===== src/rtl/ima_adpcm_block_packer.sv =====
`default_nettype none
// ============================================================================
// Module   : ima_adpcm_block_packer
// Brief    : Packs IMA ADPCM codes into state-headered byte blocks, FWFT FIFO out.
// Revision : 1.0
// ============================================================================
module ima_adpcm_block_packer #(
   parameter int NIBBLES_PER_BLOCK = 504,
   parameter int FIFO_DEPTH        = 8
) (
   input  logic        clock,
   input  logic        reset,
   input  logic [3:0]  inPCM,
   input  logic        inValid,
   input  logic [15:0] inPredictSamp,
   input  logic [6:0]  inStepIndex,
   input  logic        flush,
   output logic        inReady,
   output logic [7:0]  outByte,
   output logic        outLast,
   output logic        outValid,
   input  logic        outReady,
   output logic        overflow
);

   localparam int C_CNT_W = $clog2(NIBBLES_PER_BLOCK + 1);
   localparam int C_PTR_W = $clog2(FIFO_DEPTH);
   localparam int C_OCC_W = C_PTR_W + 1;

   localparam logic [C_CNT_W-1:0] C_CNT_FULL  = C_CNT_W'(NIBBLES_PER_BLOCK);
   localparam logic [C_CNT_W-1:0] C_CNT_ONE   = C_CNT_W'(1);
   localparam logic [C_OCC_W-1:0] C_READY_MAX = C_OCC_W'(FIFO_DEPTH - 5);

   typedef enum logic [2:0] {
      S_IDLE = 3'd0,
      S_HDR0 = 3'd1,
      S_HDR1 = 3'd2,
      S_HDR2 = 3'd3,
      S_HDR3 = 3'd4,
      S_LO   = 3'd5,
      S_HI   = 3'd6
   } state_t;

   state_t               state_q, state_d;
   logic [C_CNT_W-1:0]   cnt_q, cnt_d;
   logic [3:0]           lo_q, lo_d;
   logic [15:0]          pred_snap_q;
   logic [6:0]           idx_snap_q;
   logic [15:0]          hdr_pred_q;
   logic [6:0]           hdr_idx_q;
   logic                 in_ready_q, in_ready_d;
   logic                 overflow_q;

   logic [8:0]           fifo_mem_q [FIFO_DEPTH];
   logic [C_PTR_W-1:0]   wr_ptr_q;
   logic [C_PTR_W-1:0]   rd_ptr_q;
   logic [C_OCC_W-1:0]   occ_q, occ_d;

   logic                 w_accept;
   logic                 w_push;
   logic [7:0]           w_push_byte;
   logic                 w_push_last;
   logic                 w_pop;
   logic [C_CNT_W-1:0]   w_cnt_inc;
   logic [8:0]           w_head;

   assign w_accept  = inValid && in_ready_q;
   assign w_cnt_inc = cnt_q + C_CNT_ONE;

   always_comb begin
      state_d     = state_q;
      cnt_d       = cnt_q;
      lo_d        = lo_q;
      w_push      = 1'b0;
      w_push_byte = 8'h00;
      w_push_last = 1'b0;
      case (state_q)
         S_IDLE: begin
            if (w_accept) begin
               lo_d    = inPCM;
               cnt_d   = C_CNT_ONE;
               state_d = S_HDR0;
            end
         end
         S_HDR0: begin
            w_push      = 1'b1;
            w_push_byte = hdr_pred_q[7:0];
            state_d     = S_HDR1;
         end
         S_HDR1: begin
            w_push      = 1'b1;
            w_push_byte = hdr_pred_q[15:8];
            state_d     = S_HDR2;
         end
         S_HDR2: begin
            w_push      = 1'b1;
            w_push_byte = {1'b0, hdr_idx_q};
            state_d     = S_HDR3;
         end
         S_HDR3: begin
            w_push      = 1'b1;
            w_push_byte = 8'h00;
            state_d     = S_HI;
         end
         S_LO: begin
            if (w_accept) begin
               lo_d    = inPCM;
               cnt_d   = w_cnt_inc;
               state_d = S_HI;
            end else if (flush && (cnt_q != '0)) begin
               // Previous byte already left unmarked; close with a pad byte.
               w_push      = 1'b1;
               w_push_byte = 8'h00;
               w_push_last = 1'b1;
               cnt_d       = '0;
               state_d     = S_IDLE;
            end
         end
         S_HI: begin
            if (w_accept) begin
               w_push      = 1'b1;
               w_push_byte = {inPCM, lo_q};
               if (w_cnt_inc == C_CNT_FULL) begin
                  w_push_last = 1'b1;
                  cnt_d       = '0;
                  state_d     = S_IDLE;
               end else begin
                  cnt_d   = w_cnt_inc;
                  state_d = S_LO;
               end
            end else if (flush) begin
               w_push      = 1'b1;
               w_push_byte = {4'h0, lo_q};
               w_push_last = 1'b1;
               cnt_d       = '0;
               state_d     = S_IDLE;
            end
         end
         default: state_d = S_IDLE;
      endcase
   end

   assign w_pop = outValid && outReady;
   assign occ_d = occ_q + {{C_PTR_W{1'b0}}, w_push} - {{C_PTR_W{1'b0}}, w_pop};

   // Ready looks one cycle ahead so a registered flag never lets a push hit a full FIFO.
   always_comb begin
      in_ready_d = 1'b0;
      if ((state_d == S_IDLE) || (state_d == S_LO) || (state_d == S_HI)) begin
         in_ready_d = (occ_d <= C_READY_MAX);
      end
   end

   always_ff @(posedge clock) begin
      if (reset) begin
         state_q     <= S_IDLE;
         cnt_q       <= '0;
         lo_q        <= 4'h0;
         pred_snap_q <= 16'h0000;
         idx_snap_q  <= 7'h00;
         hdr_pred_q  <= 16'h0000;
         hdr_idx_q   <= 7'h00;
         in_ready_q  <= 1'b0;
         overflow_q  <= 1'b0;
         wr_ptr_q    <= '0;
         rd_ptr_q    <= '0;
         occ_q       <= '0;
      end else begin
         state_q    <= state_d;
         cnt_q      <= cnt_d;
         lo_q       <= lo_d;
         in_ready_q <= in_ready_d;
         occ_q      <= occ_d;
         if (w_accept) begin
            pred_snap_q <= inPredictSamp;
            idx_snap_q  <= inStepIndex;
         end
         // Header carries the state in effect before the block's first code.
         if (w_accept && (state_q == S_IDLE)) begin
            hdr_pred_q <= pred_snap_q;
            hdr_idx_q  <= idx_snap_q;
         end
         if (inValid && !in_ready_q) begin
            overflow_q <= 1'b1;
         end
         if (w_push) begin
            wr_ptr_q <= wr_ptr_q + 1'b1;
         end
         if (w_pop) begin
            rd_ptr_q <= rd_ptr_q + 1'b1;
         end
      end
   end

   always_ff @(posedge clock) begin
      if (w_push) begin
         fifo_mem_q[wr_ptr_q] <= {w_push_last, w_push_byte};
      end
   end

   assign w_head   = fifo_mem_q[rd_ptr_q];
   assign outValid = (occ_q != '0);
   assign outByte  = outValid ? w_head[7:0] : 8'h00;
   assign outLast  = outValid ? w_head[8]   : 1'b0;
   assign inReady  = in_ready_q;
   assign overflow = overflow_q;

endmodule
`default_nettype wire

===== config.mk =====
export PLATFORM = sky130hd
export DESIGN_NAME = ima_adpcm_block_packer
export DESIGN_NICKNAME = d
export VERILOG_FILES = /design/src/rtl/ima_adpcm_block_packer.sv
export SDC_FILE = /design/constraint.sdc
export NUM_CORES = 1
export LEC_CHECK = 0
export CAP_MARGIN = 25
export CORE_MARGIN = 2
export CORE_UTILIZATION = 37
export CTS_CLUSTER_DIAMETER = 100
export DETAILED_ROUTE_END_ITERATION = 8
export GPL_TIMING_DRIVEN = 0
export PLACE_DENSITY = 0.57
export SYNTH_ARGS = -nofsm -noshare
export SYNTH_HDL_FRONTEND = slang
export SYNTH_SLANG_ARGS = --single-unit

===== constraint.sdc =====
create_clock -name clock -period 4.1 [get_ports clock]
set_clock_uncertainty 0.15 [all_clocks]
set_input_delay 1.23 -clock clock [delete_from_list [all_inputs] [get_ports clock]]
set_output_delay 1.23 -clock clock [all_outputs]
set_load 0.03 [all_outputs]

# ---- After elaboration in Yosys (flattened, before gate mapping)
# Memory sizes are Yosys's and may differ from the RTL's. A register that Yosys moved wholly into a read port is not among the register bits.
# Cells that the tools add are included.
dict set report word_totals {
  reg_bits 74
  ram_bits 72
  in_bits 32
  output_inout_bits 12
  elab_cells 81
  memories 1
}
dict set report classes {
  addsub 5
  magnitude_cmp 1
  eq_ne 12
  n_mux 31
  n_bitwise 1
  n_reduce_logical 18
}
# name depth width rd rd_clocked_by_memory_dff wr line_no
set memory_table {}
lappend memory_table {fifo_mem_q 8 9 1 1 1 54} ;# logic [8:0] fifo_mem_q [FIFO_DEPTH];
# operator n
set ops {}
lappend ops {{2-to-1 mux 9 bit} 6}
lappend ops {{case mux 8 bit (4 select lines)} 1}
lappend ops {{case mux 9 bit (3 select lines)} 1}
lappend ops {{2-to-1 mux 3 bit} 8}
lappend ops {{case mux 3 bit (7 select lines)} 1}
lappend ops {{2-to-1 mux 8 bit} 2}
lappend ops {{== test 3 bit, second input constant} 5}
lappend ops {{adder 9 x 1 -> 9 bit, second input constant} 1}
lappend ops {{== test 9 bit, second input constant} 1}
lappend ops {{2-to-1 mux 1 bit} 9}
lappend ops {{nonzero test 9 bit} 1}
lappend ops {{adder 3 x 1 -> 3 bit, second input constant} 2}
lappend ops {{== test 3 x 2 -> 1 bit, second input constant} 2}
lappend ops {{zero test 3 bit} 2}
lappend ops {{!= test 3 bit, second input constant} 2}
lappend ops {{logical AND 1 bit} 5}
lappend ops {{adder 4 x 1 -> 4 bit} 1}
lappend ops {{less-or-equal comparator 4 x 2 -> 1 bit, second input constant} 1}
lappend ops {{2-to-1 mux 4 bit} 1}
lappend ops {{AND reduction 4 bit} 1}
lappend ops {{nonzero test 4 bit} 1}
lappend ops {{OR reduction 2 bit} 2}
lappend ops {{OR reduction 4 bit} 1}
lappend ops {{subtractor 4 x 1 -> 4 bit} 1}
lappend ops {{9 further kinds} 10}

# ---- Longest topological paths before layout
# Gate-level depths: netlist of run 1.
dict set report depth {
  word_depth 10
  ltp_mapped 15
  ltp_nobuf 13
}

# ---- Worst setup path after synthesis of run 1
# No wires, ideal clock.
dict set report synth_path {
  path_type {input-to-reg}
  start {in flush}
  end {mem fifo_mem_q[2][0], enable pin}
  setup_time_ns 0.389
  arrival_ns 2.937
  required_time_ns 3.561
  slack_ns 0.625
  path_stages 6
  path_buffers 2
  cell_sequence {clkbuf_1 > o2111ai_2 > and3_1 > buf_4 > or2_1 > nor3b_1}
}
dict set report synth_via {
  elab_chain_cells 6
  elab_cells_between_ends 8
  cone_classes {mux: 7; reduce/logical: 1}
}
# element line_no
set synth_lines {}
lappend synth_lines {{from (decl)} 17} ;# input logic flush,
lappend synth_lines {{logical AND 1 bit} 110} ;# end else if (flush && (cnt_q != '0)) begin
lappend synth_lines {{2-to-1 mux 1 bit} 110}
lappend synth_lines {{2-to-1 mux 1 bit} 106} ;# if (w_accept) begin
lappend synth_lines {{case mux 1 bit (3 select lines) *} 77} ;# case (state_q)
lappend synth_lines {{2-to-1 mux 1 bit *} 196} ;# if (w_push) begin
lappend synth_lines {{2-to-1 mux 1 bit (not written as such) *} 197} ;# fifo_mem_q[wr_ptr_q] <= {w_push_last, w_push_byte};
lappend synth_lines {{to (decl)} 54}
# Every way passes the cells marked *; elsewhere a longest branch is shown, timed or not.

==> out/summary.txt, run 1 <==
======================================================================================
H-tree lvl count                                                                     4
Final routed wirelength across all metal layers                                13.6 mm
Util after Layout                                                                0.460
Cell internal power dissipation                                                3010 µW
IO buf count                                                                        41
Synthesized area divided by synthesized cell count                            11.1 µm²
Remaining max-slew budget at the tightest pin                                    0.287
Vias in the first global route                                                   4,332
Total power consumption of the routed design                                   4200 µW
Run status                                                                   completed
Routed via count divided by cell count                                            5.00
Number of enable-type register cells in the synthesized netlist                     72
Ratio of cells with drive above 1 in the final layout                            0.115
Average wire per standard cell                                                 15.7 µm
Sequential element share of the synthesized area                                 0.585
Post-synth net total                                                               615
# Max-Cap Violations                                                                 0
Clock period minus worst slack                                                 3930 ps
Wire length of the first global-routing pass                                   22.2 mm
Post-Layout Inst Area                                                         7660 µm²
Start-to-end type of the worst setup path                                 flip-flop to output pin
Chip height                                                                     135 µm
Synth Instances                                                                    573
Largest buffer count on any clock path                                               2
Main synth FF type                                                        sky130_fd_sc_hd__dfxtp_1
Met2 WL                                                                        6.56 mm
Switching share of power                                                         0.285
Portion of total power attributed to sequential cells                            0.403
Post-route DRC                                                                       0
Highest clock rate                                                             254 MHz
Number of nets with antenna violations after detailed routing                        0
Number of clock sinks                                                              149
Antenna violations before repair                                                     0
Overflow after GRT                                                                   0
Total leakage power                                                         0.00255 µW
Asr flop ratio synth                                                                 0
Die X-Extent                                                                    135 µm
Number of placement rows                                                            47
Maximum ir drop on the vdd rail                                             0.000311 V
Cell area after placement                                                     7050 µm²
Post-synth cell types                                                               55
Maximum fanout along the worst path                                                 10
Placeable core region                                                       16,600 µm²
N_diodes                                                                             0
Yosys warns                                                                          0
Most common library cell in the layout ignoring fill and taps             sky130_fd_sc_hd__nand2_1
Met3 WL                                                                         600 µm
Post-Synthesis Cell Area                                                      6330 µm²
Root Driver                                                               sky130_fd_sc_hd__clkbuf_16
Iteration-0 DRC count of the detailed router                                       360
Sum of net half-perimeters after detailed placement                            9.55 mm
Worst Setup Slack post-DPL                                                    -93.1 ps
CTS tree                                                                           yes
Starting utilization of the core area                                            0.381
Max-slew violations                                                                  0
Most area-consuming cells after synthesis                                 sky130_fd_sc_hd__edfxtp_1 (34%), sky130_fd_sc_hd__dfxtp_1 (24%), sky130_fd_sc_hd__nand2_1 (7.1%)
Endpoint kind of the worst setup timing path                                output pin
Fraction of power consumed by combinational cells                                0.228
Post-Route M1 WL                                                               6.18 mm
Critical Path AT                                                               2550 ps
Pin count of the biggest net entering global routing                                17
Most frequent cells in the layout                                         sky130_fd_sc_hd__nand2_1 (120), sky130_fd_sc_hd__dfxtp_1 (76), sky130_fd_sc_hd__edfxtp_1 (72)
First-pass detailed-route iteration total                                            4
Total of flip-flops plus latches after synthesis                                   149
Data required time of the worst path                                           2720 ps
Skew-Pair Late Insertion Delay                                                  430 ps
Measured slew at the worst slew-check pin                                      1070 ps
Setup slack of the critical path after layout                                   167 ps
Final Hold Viols                                                                     0
Highest routing layer actually used                                               met4
Part of the total power dissipated in the clock network                          0.369
Weighted congestion reported at the end of routability-driven placement          0.819
Switching component of the power                                               1200 µW
Setup TNS                                                                         0 ps
Cell Pwr Density                                                            549 nW/µm²
Clock buffers created by TritonCTS                                                  17
CTS clk-pin slew, worst paths                                                    60 ps
Startpoint of the worst register-to-register path                             cnt_q[0]
Floorplan die area                                                          18,200 µm²
Total number of vias                                                             4,321
Proportion of netlist area held by the largest area contributor                  0.341
Synth-to-Final Area Change                                                       20.9%
Nets                                                                               674
Class of the worst hold path                                              flip-flop to flip-flop
CP Launch Type                                                               flip-flop
Share of the cycle needed by the critical path after routing                     0.959
Cell type with the largest total area after synthesis                     sky130_fd_sc_hd__edfxtp_1
Worst hold start                                                          hdr_pred_q[1]
Number of top-level pins                                                            44
Endpoints failing setup                                                              0
Overall routing resource usage                                                   0.161
Unrepaired setup endpoints after global routing                                     no
======================================================================================
==> state kept, by name (all words and copies together) (netlist names), named ones only <==
name and count:
occ_q 4, hdr_idx_q 7, overflow 1, pred_snap_q 16
hdr_pred_q 16, wr_ptr_q 3, cnt_q 9, rd_ptr_q 3
lo_q 4, state_q 3, inReady 1, fifo_mem_q 72
idx_snap_q 7
==> path summary, 6_finish.rpt <==
| check | endpoint | slack, ps | depth (start not counted) |
|---|---|---|---|
| hold reg to reg | hdr_pred_q[1] | 310 | 2 |
| setup reg to reg | inReady | 880 | 14 |
| hold / removal | hdr_pred_q[1] | 310 | 2 |
| setup / recovery | outByte[4] | 170 | 6 |
==> synthesized netlist by cell type, types with 2 or more instances <==
cell type,n
sky130_fd_sc_hd__nand2_1,120
sky130_fd_sc_hd__dfxtp_1,77
sky130_fd_sc_hd__edfxtp_1,72
sky130_fd_sc_hd__a21oi_1,62
sky130_fd_sc_hd__nor2_1,42
sky130_fd_sc_hd__mux2i_1,26
sky130_fd_sc_hd__clkbuf_1,21
sky130_fd_sc_hd__mux4_2,18
sky130_fd_sc_hd__inv_1,12
sky130_fd_sc_hd__buf_1,11
sky130_fd_sc_hd__nand3_1,10
sky130_fd_sc_hd__ha_1,9
sky130_fd_sc_hd__and3_1,8
sky130_fd_sc_hd__o21ai_0,8
sky130_fd_sc_hd__nor2b_1,7
sky130_fd_sc_hd__nor3b_1,5
sky130_fd_sc_hd__o22ai_1,5
sky130_fd_sc_hd__buf_2,4
sky130_fd_sc_hd__nor3_1,4
sky130_fd_sc_hd__xnor2_1,4
sky130_fd_sc_hd__and2_1,3
sky130_fd_sc_hd__xor2_1,3
sky130_fd_sc_hd__a21oi_2,2
sky130_fd_sc_hd__a22o_1,2
sky130_fd_sc_hd__a311oi_2,2
sky130_fd_sc_hd__nand2b_1,2
sky130_fd_sc_hd__nand4b_1,2
sky130_fd_sc_hd__nor4_2,2
sky130_fd_sc_hd__o211a_1,2
sky130_fd_sc_hd__o211ai_1,2
sky130_fd_sc_hd__o21ai_1,2
==> what timing repair did <==
action,4_1_cts,5_1_grt
buffers inserted,0,0
gates cloned,0,0
setup endpoints to repair,9,9
gates resized for setup,4,5
hold buffers,0,0
==> through the flow <==
step	instances	hold WS (ps)
floorplan	573	282
global placement	834	295
detailed placement	834	297
CTS	865	305
global route	865	326
finish	865	305
==> cells by family (layout without fill, tap and decap cells) <==
logic type               count (synthesis)  after routing  share of synthesized area
flip-flops                             149            149                      0.585
multiplexers                            44             44                      0.105
buffers and inverters                   50            122                     0.0322
AND/OR/NAND/NOR                        213            213                      0.151
adder cells (fa/ha/maj)                 10             10                     0.0209
AO/OA/AOI/OAI                          100            100                     0.0966
XOR/XNOR                                 7              7                    0.00968
==> power groups by stage <==
stage | sequential, µW | clock, µW | combinational [µW]
5_1_grt | 1700 | 1650 | 1060
3_5_place_dp | 1710 | 0 | 983
4_1_cts | 1690 | 1580 | 981
3_3_place_gp | 1710 | 0 | 951
2_1_floorplan | 1710 | 0 | 662
6_report | 1690 | 1550 | 960
==> critical path: stages, from the launching register on <==
cell	delay, ps
sky130_fd_sc_hd__dfxtp_1	310
sky130_fd_sc_hd__buf_4	220
sky130_fd_sc_hd__buf_6	230
sky130_fd_sc_hd__mux4_2	510
sky130_fd_sc_hd__mux2i_1	180
sky130_fd_sc_hd__nor2_1	60
sky130_fd_sc_hd__clkdlybuf4s50_1	610
==> cell type report <==
type	instances	area (µm²)
plain buffers	37	165
fillers	1538	8980
inverters	12	45.0
repair buffers	41	420
flip-flops and latches	149	3700
well taps	220	275
multi-input cells	374	2460
clock buffers	19	433
clock inverters	13	159
==> metal layers <==
metal | up-vias | track usage
li1 | 2158 | -
met1 | 2047 | 0.206
met2 | 99 | 0.265
met3 | 17 | 0.0375
met4 | 0 | 0.0637
met5 | - | 0
Power figures use the tool's default switching activity.
==> run 2, diff against run 1 <==
--- a/config.mk
+++ b/config.mk
@@ -12,6 +12,7 @@
 export DETAILED_ROUTE_END_ITERATION = 8
 export GPL_TIMING_DRIVEN = 0
 export PLACE_DENSITY = 0.57
+export SETUP_SLACK_MARGIN = 0.2
 export SYNTH_ARGS = -nofsm -noshare
 export SYNTH_HDL_FRONTEND = slang
 export SYNTH_SLANG_ARGS = --single-unit
==> out/summary.txt, run 2 (same netlist as run 1, synthesis figures left out) <==
======================================================================================
Endpoints failing setup                                                              0   unchanged
H-tree lvl count                                                                     4   unchanged
Weighted congestion reported at the end of routability-driven placement          0.819   unchanged
Number of clock sinks                                                              149   unchanged
Number of flip-flops under the largest register name                                72   unchanged
Floorplan die area                                                          18,200 µm²   unchanged
Average wire per standard cell                                                 15.7 µm   +0.14%
# Max-Cap Violations                                                                 0   unchanged
Number of cells after detailed placement                                           834   unchanged
IO buf count                                                                        41   unchanged
Measured slew at the worst slew-check pin                                      1020 ps   -49.8 ps
Class of the worst hold path                                              flip-flop to flip-flop
Sum of net half-perimeters after detailed placement                            9.55 mm   unchanged
Start-to-end type of the worst setup path                                 flip-flop to output pin
Highest clock rate                                                             268 MHz   +5.6%
Total power consumption of the routed design                                   4170 µW   -0.73%
Overall routing resource usage                                                   0.161   +0.000242
Total number of vias                                                             4,350   +0.67%
Post-cts gate resize count                                                          13   +9
Number of top-level pins                                                            44   unchanged
Routed via count divided by cell count                                            5.02   +0.55%
Root Driver                                                               sky130_fd_sc_hd__clkbuf_16
Cell Pwr Density                                                            546 nW/µm²   -0.52%
Post-CTS Setup Repair Bufs                                                           0   unchanged
Placeable core region                                                       16,600 µm²   unchanged
Final Instance Count excl. Fillers                                                 866   +0.12%
CP Launch Type                                                               flip-flop
Run status                                                                   completed
Chip height                                                                     135 µm   unchanged
CTS tree                                                                           yes
Register with the most flip-flops                                           fifo_mem_q
Die X-Extent                                                                    135 µm   unchanged
Number of placement rows                                                            47   unchanged
Skew-Pair Late Insertion Delay                                                  430 ps   about the same
Clock period minus worst slack                                                 3720 ps   -208 ps
Largest buffer count on any clock path                                               2   unchanged
Iteration-0 DRC count of the detailed router                                       367   +1.9%
Final routed wirelength across all metal layers                                13.6 mm   +0.26%
Total leakage power                                                         0.00254 µW   -0.73%
Depth of the worst register-to-register path                                        14   unchanged
Maximum ir drop on the vdd rail                                             0.000313 V   +0.70%
Clock buffers created by TritonCTS                                                  17   unchanged
N_diodes                                                                             0   unchanged
Worst hold start                                                          hdr_pred_q[1]
Startpoint of the worst register-to-register path                             cnt_q[0]
# hold bufs at CTS                                                                   0   unchanged
Critical Path AT                                                               2340 ps   -210 ps
Antenna violations before repair                                                     0   unchanged
Nets                                                                               675   +0.15%
Ratio of cells with drive above 1 in the final layout                            0.116   +0.00137
Pin count of the biggest net entering global routing                                17   unchanged
First-pass detailed-route iteration total                                            4   unchanged
Overflow after GRT                                                                   0   unchanged
Starting utilization of the core area                                            0.381   unchanged
Instance count along the most critical hold path                                     2   unchanged
Final Hold Viols                                                                     0   unchanged
Vias in the first global route                                                   4,334   +0.046%
Leading registers by flop count                                           fifo_mem_q: 72 flops, hdr_pred_q: 16 flops, pred_snap_q: 16 flops
CTS clk-pin slew, worst paths                                                    60 ps   about the same
Number of nets with antenna violations after detailed routing                        0   unchanged
Wire length of the first global-routing pass                                   22.3 mm   about the same
Most frequent cells in the layout                                         sky130_fd_sc_hd__nand2_1 (120), sky130_fd_sc_hd__dfxtp_1 (77), sky130_fd_sc_hd__edfxtp_1 (72)
Synth-to-Final Area Change                                                       20.7%
Most common library cell in the layout ignoring fill and taps             sky130_fd_sc_hd__nand2_1
Remaining max-slew budget at the tightest pin                                    0.321   +0.0333
Endpoint kind of the worst setup timing path                                output pin
Maximum fanout along the worst path                                                 10   unchanged
Share of the cycle needed by the critical path after routing                     0.908   -0.0508
Post-route DRC                                                                       0   unchanged
Max-slew violations                                                                  0   unchanged
Unrepaired setup endpoints after global routing                                     no
Data required time of the worst path                                           2720 ps   about the same
======================================================================================
run 2: path summary, 6_finish.rpt:
kind / endpoint / slack [ps]
worst min register to register: hdr_pred_q[1] / 310
worst min-delay path: hdr_pred_q[1] / 310
worst max register to register: inReady / 880
worst max-delay path: outByte[7] / 380
run 2: through the flow:
step | hold WS (ps) | setup TNS, ps | utilization | worst slack [ps] | cell area, µm²
finish | 305 | 0 | 0.459 | 375 | 7640
global route | 326 | 0 | 0.459 | 243 | 7640
CTS | 305 | 0 | 0.459 | 249 | 7640
detailed placement | 297 | -3150 | 0.424 | -93.1 | 7050
global placement | 295 | -31020 | 0.422 | -626 | 7020
floorplan | 282 | 0 | - | 625 | 6330
run 2: routing by layer:
layer / GRT usage / wire, µm / up-vias
met4: 0.0637 / 221 / 0
met5: 0 / 0 / -
li1: - / - / 2158
met3: 0.0379 / 605 / 19
met1: 0.205 / 6130 / 2065
met2: 0.266 / 6640 / 108
run 2: cell type report:
| type | instances | area, µm² |
|---|---|---|
| inverters | 12 | 45.0 |
| plain buffers | 38 | 171 |
| clock buffers | 19 | 433 |
| multi-input cells | 374 | 2460 |
| repair buffers | 41 | 399 |
| fillers | 1546 | 9000 |
| clock inverters | 13 | 159 |
| well taps | 220 | 275 |
| flip-flops and latches | 149 | 3700 |
run 2: critical path, cell delays in order, from the launching register on:
cell,delay [ps]
sky130_fd_sc_hd__dfxtp_1,300
sky130_fd_sc_hd__buf_2,270
sky130_fd_sc_hd__clkbuf_2,370
sky130_fd_sc_hd__mux4_2,370
sky130_fd_sc_hd__mux2i_1,170
sky130_fd_sc_hd__nor2_1,60
sky130_fd_sc_hd__dlygate4sd2_1,380
run 2: power breakdown:
group / switching, µW / internal (µW) / total [µW]
registers: 42.9 / 1640 / 1680
clock network: 602 / 951 / 1550
logic: 555 / 383 / 937
total: 1200 / 2970 / 4170
==> run 3, diff against run 2 <==
--- a/config.mk
+++ b/config.mk
@@ -7,11 +7,11 @@
 export LEC_CHECK = 0
 export CAP_MARGIN = 25
 export CORE_MARGIN = 2
-export CORE_UTILIZATION = 37
+export CORE_UTILIZATION = 40
 export CTS_CLUSTER_DIAMETER = 100
 export DETAILED_ROUTE_END_ITERATION = 8
 export GPL_TIMING_DRIVEN = 0
-export PLACE_DENSITY = 0.57
+export PLACE_DENSITY = 0.61
 export SETUP_SLACK_MARGIN = 0.2
 export SYNTH_ARGS = -nofsm -noshare
 export SYNTH_HDL_FRONTEND = slang
==> out/summary.txt, run 3 (same netlist as run 1, synthesis figures left out) <==
======================================================================================
CP startpoint                                                                  inValid
Routed via count divided by cell count                                            5.07   +0.95%
Unrepaired setup endpoints after global routing                                     no
Worst Setup Slack post-DPL                                                    -27.9 ps   +65.2 ps
Most common library cell in the layout ignoring fill and taps             sky130_fd_sc_hd__nand2_1
Sum of net half-perimeters after detailed placement                            9.42 mm   -1.4%
Die X-Extent                                                                    130 µm   -3.7%
Ratio of cells with drive above 1 in the final layout                            0.113   -0.00327
Synth-to-Final Area Change                                                       20.9%
Number of placement rows                                                            46   -2.1%
Highest clock rate                                                             269 MHz   +0.14%
Overall routing resource usage                                                   0.167   +0.00598
Number of filler cells placed in the layout                                      1,451   -6.1%
H-tree lvl count                                                                     4   unchanged
CP Launch Type                                                            primary input
Placeable core region                                                       15,700 µm²   -5.9%
Vias in the first global route                                                   4,313   -0.48%
Destination of the critical timing path                                        inReady
Final Instance Count excl. Fillers                                                 863   -0.35%
Starting utilization of the core area                                            0.405   +0.0240
Maximum fanout along the worst path                                                  7   -3
Pin count of the biggest net entering global routing                                17   unchanged
Number of flip-flops under the largest register name                                72   unchanged
Destination of the worst register-to-register timing path                      inReady
Largest buffer count on any clock path                                               2   unchanged
Depth of the worst register-to-register path                                        14   unchanged
Endpoints failing setup                                                              0   unchanged
Total power consumption of the routed design                                   4230 µW   +1.3%
Average wire per standard cell                                                 15.2 µm   -3.1%
Root Driver                                                               sky130_fd_sc_hd__clkbuf_16
Skew-Pair Late Insertion Delay                                                  420 ps   about the same
Iteration-0 DRC count of the detailed router                                       384   +4.6%
Clock period minus worst slack                                                 3720 ps   -5.14 ps
Total leakage power                                                         0.00255 µW   +0.42%
Overflow after GRT                                                                   0   unchanged
Startpoint of the worst register-to-register path                             cnt_q[0]
Remaining max-slew budget at the tightest pin                                    0.341   +0.0207
Max-slew violations                                                                  0   unchanged
Antenna violations before repair                                                     0   unchanged
Post-route DRC                                                                       0   unchanged
Endpoint kind of the worst setup timing path                                 flip-flop
CTS tree                                                                           yes
CTS clk-pin slew, worst paths                                                    60 ps   about the same
Number of clock sinks                                                              149   unchanged
Setup slack of the critical path after layout                                   380 ps   +5.14 ps
First-pass detailed-route iteration total                                            4   unchanged
Leading registers by flop count                                           fifo_mem_q: 72 flops, hdr_pred_q: 16 flops, pred_snap_q: 16 flops
Final routed wirelength across all metal layers                                13.1 mm   -3.5%
Register with the most flip-flops                                           fifo_mem_q
Maximum ir drop on the vdd rail                                             0.000345 V   +10%
Weighted congestion reported at the end of routability-driven placement          0.863   +5.4%
Nets                                                                               676   +0.15%
Critical Path AT                                                               3930 ps   +1590 ps
Class of the worst hold path                                              flip-flop to flip-flop
IO buf count                                                                        41   unchanged
Clock buffers created by TritonCTS                                                  17   unchanged
Share of the cycle needed by the critical path after routing                     0.907   -0.00125
Final Hold Viols                                                                     0   unchanged
Wire length of the first global-routing pass                                   21.6 mm   -2.8%
Most frequent cells in the layout                                         sky130_fd_sc_hd__nand2_1 (120), sky130_fd_sc_hd__dfxtp_1 (77), sky130_fd_sc_hd__edfxtp_1 (72)
# Max-Cap Violations                                                                 0   unchanged
Measured slew at the worst slew-check pin                                       978 ps   -37.7 ps
Run status                                                                   completed
Post-CTS Setup Repair Bufs                                                           0   unchanged
Total number of vias                                                             4,376   +0.60%
Number of cells after detailed placement                                           831   -0.36%
Number of nets with antenna violations after detailed routing                        0   unchanged
Number of top-level pins                                                            44   unchanged
N_diodes                                                                             0   unchanged
Setup slack of the worst register-to-register path                              860 ps   -20 ps
Cell Pwr Density                                                            552 nW/µm²   +1.1%
Chip height                                                                     130 µm   -3.7%
Data required time of the worst path                                           4310 ps   +1590 ps
Start-to-end type of the worst setup path                                 primary input to flip-flop
Floorplan die area                                                          16,900 µm²   -7.3%
======================================================================================
==> run 3: metal layers <==
layer / track usage / wire length [µm]
met2: 0.287 / 6500
met1: 0.206 / 5890
met3: 0.0455 / 529
met5: 0 / 0
met4: 0.0519 / 216
==> run 3: power by group <==
part / total [µW] / internal, µW / switching (µW)
logic: 936 / 386 / 549
registers: 1680 / 1640 / 42.5
clock network: 1610 / 1020 / 595
==> run 3: what timing repair did <==
item	in CTS	in global routing
setup endpoints to repair	9	2
hold buffers	0	0
gates resized for setup	13	1
==> run 3: layout make-up <==
cell class	instances	area (µm²)	area share
well taps	216	270	0.0353
flip-flops and latches	149	3700	0.483
plain buffers	38	170	0.0222
clock inverters	13	180	0.0235
inverters	12	45.0	0.00588
repair buffers	42	407	0.0531
clock buffers	19	433	0.0565
multi-input cells	374	2450	0.320
==> run 3: stage by stage <==
stage	setup TNS [ps]	hold WS (ps)	area, µm²	utilization
after global placement	-24380	294	7020	0.448
after floorplan	0	282	6330	-
after CTS	0	306	7660	0.489
after global routing	0	324	7660	0.489
after detailed placement	-27.9	298	7050	0.450
final	0	304	7660	0.489
==> run 3: how the worst min path moves through the flow <==
stage,slack (ps),cells after the start,from,end
after floorplan,280,2,idx_snap_q[0],hdr_idx_q[0]
after global placement,290,2,hdr_pred_q[12],hdr_pred_q[12]
after detailed placement,300,2,hdr_pred_q[11],hdr_pred_q[11]
after CTS,310,2,hdr_pred_q[11],hdr_pred_q[11]
after global routing,320,2,pred_snap_q[2],hdr_pred_q[2]
final,300,2,hdr_pred_q[13],hdr_pred_q[13]
==> run 3: worst max-delay path, stage by stage <==
cell and delay [ps]:
sky130_fd_sc_hd__clkdlybuf4s50_1 490, sky130_fd_sc_hd__and2_1 130, sky130_fd_sc_hd__clkbuf_1 220, sky130_fd_sc_hd__o21ai_0 100, sky130_fd_sc_hd__and3_1 190, sky130_fd_sc_hd__buf_4 150, sky130_fd_sc_hd__ha_1 290, sky130_fd_sc_hd__inv_1 60
sky130_fd_sc_hd__ha_1 160, sky130_fd_sc_hd__inv_1 50, sky130_fd_sc_hd__fa_1 380, sky130_fd_sc_hd__xor2_1 210, sky130_fd_sc_hd__nand4b_1 140, sky130_fd_sc_hd__a21oi_2 120
